==> src/rtl/instruction_cache.sv <==
// Direct-mapped read-only instruction cache: 8 blocks x 16 bytes, 10-bit PC.
// Ports: CLK, RESET, PC, INSTRUCTION, BUSYWAIT, MEM_READ, MEM_ADDRESS,
//        MEM_READDATA, MEM_BUSYWAIT.
module instruction_cache (
  input  logic         CLK,
  input  logic         RESET,
  input  logic [31:0]  PC,
  output logic [31:0]  INSTRUCTION,
  output logic         BUSYWAIT,
  output logic         MEM_READ,
  output logic [5:0]   MEM_ADDRESS,
  input  logic [127:0] MEM_READDATA,
  input  logic         MEM_BUSYWAIT
);

  typedef enum logic [1:0] {
    S_IDLE,
    S_READ,
    S_UPDATE
  } state_t;

  state_t         state_q;
  logic [7:0]     valid_q;
  logic [2:0]     tag_q  [8];
  logic [127:0]   data_q [8];
  logic [5:0]     miss_addr_q;
  logic [127:0]   blk_q;
  logic           mem_read_q;

  logic [2:0]     pc_tag;
  logic [2:0]     pc_idx;
  logic [1:0]     pc_off;
  logic           hit;
  logic           unused_pc;

  assign pc_tag = PC[9:7];
  assign pc_idx = PC[6:4];
  assign pc_off = PC[3:2];
  assign unused_pc = ^{PC[31:10], PC[1:0]};

  assign hit = valid_q[pc_idx] && (tag_q[pc_idx] == pc_tag);

  assign INSTRUCTION = data_q[pc_idx][{pc_off, 5'b0} +: 32];

  // Reset forces BUSYWAIT low so a CPU held in reset never sees a stall.
  always_comb begin
    BUSYWAIT = 1'b1;
    if (RESET)
      BUSYWAIT = 1'b0;
    else if (state_q == S_IDLE)
      BUSYWAIT = !hit;
  end

  assign MEM_READ    = mem_read_q;
  assign MEM_ADDRESS = miss_addr_q;

  always_ff @(posedge CLK or posedge RESET) begin
    if (RESET) begin
      state_q     <= S_IDLE;
      valid_q     <= '0;
      miss_addr_q <= '0;
      blk_q       <= '0;
      mem_read_q  <= 1'b0;
    end else begin
      unique case (state_q)
        S_IDLE: begin
          if (!hit) begin
            miss_addr_q <= PC[9:4];
            mem_read_q  <= 1'b1;
            state_q     <= S_READ;
          end
        end
        S_READ: begin
          if (!MEM_BUSYWAIT) begin
            blk_q      <= MEM_READDATA;
            mem_read_q <= 1'b0;
            state_q    <= S_UPDATE;
          end
        end
        S_UPDATE: begin
          valid_q[miss_addr_q[2:0]] <= 1'b1;
          state_q                   <= S_IDLE;
        end
        default: begin
          mem_read_q <= 1'b0;
          state_q    <= S_IDLE;
        end
      endcase
    end
  end

  // Tag/data arrays carry no reset; validity alone gates hits.
  // A reset during UPDATE returns state to IDLE first, so nothing is written.
  always_ff @(posedge CLK) begin
    if (state_q == S_UPDATE) begin
      tag_q[miss_addr_q[2:0]]  <= miss_addr_q[5:3];
      data_q[miss_addr_q[2:0]] <= blk_q;
    end
  end

endmodule
==> config.mk <==
export PLATFORM = sky130hd
export DESIGN_NAME = instruction_cache
export DESIGN_NICKNAME = d
export VERILOG_FILES = /design/src/rtl/instruction_cache.sv
export SDC_FILE = /design/constraint.sdc
export NUM_CORES = 1
export LEC_CHECK = 0
export CAP_MARGIN = 20
export CORE_ASPECT_RATIO = 0.6
export CORE_MARGIN = 8
export CORE_UTILIZATION = 29
export DETAILED_ROUTE_END_ITERATION = 8
export PLACE_DENSITY = 0.46
export SYNTH_ARGS = -nofsm -noshare
export SYNTH_HDL_FRONTEND = slang
export SYNTH_SLANG_ARGS = --single-unit
==> constraint.sdc <==
create_clock -name CLK -period 11.05 [get_ports CLK]
set_input_delay 3.315 -clock CLK [delete_from_list [all_inputs] [get_ports CLK]]
set_output_delay 3.315 -clock CLK [all_outputs]
set_load 0.02 [all_outputs]
==> metrics <==
Area Overhead vs Synth=18.3%; Gates resized, CTS repair=0; Fmax=103 MHz; Seq cells post-synth=~1200; Worst setup EP type=output pin; Clock Latency Late Sink=0.72 ns; hold slack=about 0.47 ns; most used cell, CP=nor3_1; Worst-Margin Slew=between 0.9 and 1 ns; CTS tree=yes; Final GP Congestion=about 0.67; WL final=between 100000 and 150000 µm; HPWL after DPL=57300 µm; slew margin rel.=between 30% and 40%; Max clock buf depth=3; worst-path cell chain=buf_8 > buf_4 > nand2_1 > o22ai_1 > nor3_1 > nand3b_1 > nor3_1 > a21oi_1 > clkdlybuf4s50_1; post-route ant nets=0; Synth Instances=1830; Worst path top cell family by delay=buffers and inverters; Arr. time, crit path=approximately 6.4 ns; vias in the first global route=between 20000 and 25000; leading area contributor after synthesis=edfxtp_1; per-instance average area after synthesis=roughly 25 µm²; Yosys cell types=26; peak supply drop=approximately 0.00012 V; synthesized cell area=between 0.04 and 0.05 mm²; FF+latch area=0.0351 mm²; core area=0.155 mm²; Async S/R FF share, synth=around 12%; Die Wd=roughly 520 µm; max-cap violation count=0; Buf+Inv Stages, Crit Path=3; final hold vios=0; kind of critical path=input pin to output pin; CTS Hold Buffers Added=0; FF-to-FF Start=state_q[0]; CP max-delay cell=buf_4; worst-path maximum fanout=69; drc violations=0; antenna violations before repair=4; setup violators final=0; Setup TNS Final=0 ns; clock root cell=clkbuf_16; Port Buffers=about 180; most frequent cell after synthesis=edfxtp_1; die span in y=around 320 µm; Initial Util=29.1%; clock slew at reported path FFs=~0.060 ns; via count=19600; global route total overflow=0; hold wc startpoint=valid_q[0]; wire per inst=25.7 µm; Post-synth EDFFs=approximately 1000; Synth Net Count=~2000; first-pass GRT wire length=about 160000 µm; CTS Buf Count=110; dominant synthesized flop cell=edfxtp_1; largest net degree at the start of global routing=between 100 and 150; synth top area cells=edfxtp_1 70%, mux4_2 16%, dfrtp_1 8.1%; Crit path largest cell delay=roughly 0.60 ns; drt first pass iters=5; routed vias/inst=roughly 4.7; Total GRT Usage=about an eighth; post-synth top area share=69.8%; multi-input logic area=between 0.009 and 0.01 mm²; Seq/Total Area, Yosys=between 70% and 80%; Crit. Startpoint=PC[5]; share of cells above drive strength 1=33.7%; fin crit share=between 80% and 90%; worst path required time=about 7.7 ns; Layout fillers=around 14000; Ys Warns=0; leakage power figure=around 17 nW; hold crit path type=flip-flop to flip-flop; # clock sinks=1193; CTS H-tree depth=3; die area=0.169 mm²; clock skew=0.0277 ns; Final Max Slew Viols=0; commonest cells in the netlist=1048 x edfxtp_1, 326 x mux4_2, 168 x mux2_2; Rows=~110; CP startpoint kind=input pin; power per cell area=216 mW/mm²; Nets=about 2200; RSZ-0062 raised after global routing=false; post-CTS repair timing setup buffer count=0; DRT iter0 DRCs=1416; io pins=just over 200; outcome=finished, final reports clean; Final min period=a little under 10 ns
## through the flow
| step | instance area [µm²] | utilization, % | worst slack [ns] | power (mW) | std cells |
|---|---|---|---|---|---|
| global route | 53300 | 34.4 | 1.07 | 12.0 | 4218 |
| global placement | 49600 | 32.0 | 1.20 | 7.61 | 4009 |
| detailed placement | 49600 | 32.0 | 1.19 | 7.70 | 4009 |
| finish | 53300 | 34.4 | 1.32 | 11.5 | 4219 |
| floorplan | 45100 | - | 0.544 | 7.06 | 1830 |
| CTS | 53300 | 34.4 | 1.18 | 11.7 | 4217 |
## cell usage in the layout (no fill, tap or decap), drive strengths merged, types with 3 or more instances in the layout
master,count
nand2b,3
mux2,168
dfrtp,145
clkinvlp,6
bufinv,15
clkbuf,137
clkdlybuf4s50,173
edfxtp,1048
buf,47
nand2,3
mux4,326
clkinv,44
nor3,5
or2,8
nor2,9
inv,9
mux2i,5
## path summary, 6_finish.rpt
kind	to	slack, ns	cells past startpoint
worst max register to register	data_q[4][13]	7.22	6
worst min-delay path	valid_q[0]	0.47	1
worst max-delay path	BUSYWAIT	1.32	9
worst min register to register	valid_q[0]	0.47	1
min in group asynchronous	state_q[0]	3.14	2
max in group asynchronous	blk_q[115]	6.66	3
## cell families (layout without fill, tap and decap cells)
kind of cell | Yosys count | in the layout | share of synthesized area (%)
AND/OR/NAND/NOR | 33 | 33 | 0.375
multiplexers | 499 | 499 | 20.6
AO/OA/AOI/OAI | 7 | 7 | 0.130
XOR/XNOR | 2 | 2 | 0.0389
flip-flops | 1193 | 1193 | 77.9
other | 0 | 2 | 0
buffers and inverters | 96 | 431 | 0.977
## layout make-up
cell class                      instances  share of cell area (%)
Sequential cell                      1193                    65.8
Multi-Input combinational cell        541                    18.0
Clock buffer                          137                    5.54
Tap cell                             2052                    4.82
Timing Repair Buffer                  220                    4.29
Clock inverter                         71                    1.49
Inverter                                3                  0.0352
Antenna cell                            2                 0.00939
## worst register-to-register path: stages, from the launching register on
cell,delay (ns)
dfrtp_1,0.38
inv_1,0.15
nand3_1,0.32
nor2_4,0.19
buf_4,0.53
buf_4,0.90
buf_4,0.92
## per-layer routing
metal	up-vias	GRT usage [%]	part of all wire [%]
li1	8294	-	-
met1	10800	17.2	45
met2	391	21.6	50
met3	140	2.53	4.2
met4	2	2.41	1.6
met5	-	0	0.016
## power by group
part,internal (mW),leakage [nW],switching (mW),total (mW)
Clock,2.26,1.83,1.71,3.96
Combinational,0.525,3.82,0.495,1.02
Sequential,5.91,11.1,0.612,6.52
## flip-flops by register name, summed over array words and instances (netlist names)
name,flops
data_q,1024
tag_q,24
valid_q,8
MEM_READ,1
blk_q,128
MEM_ADDRESS,6
state_q,2
Power figures use the tool's default switching activity.
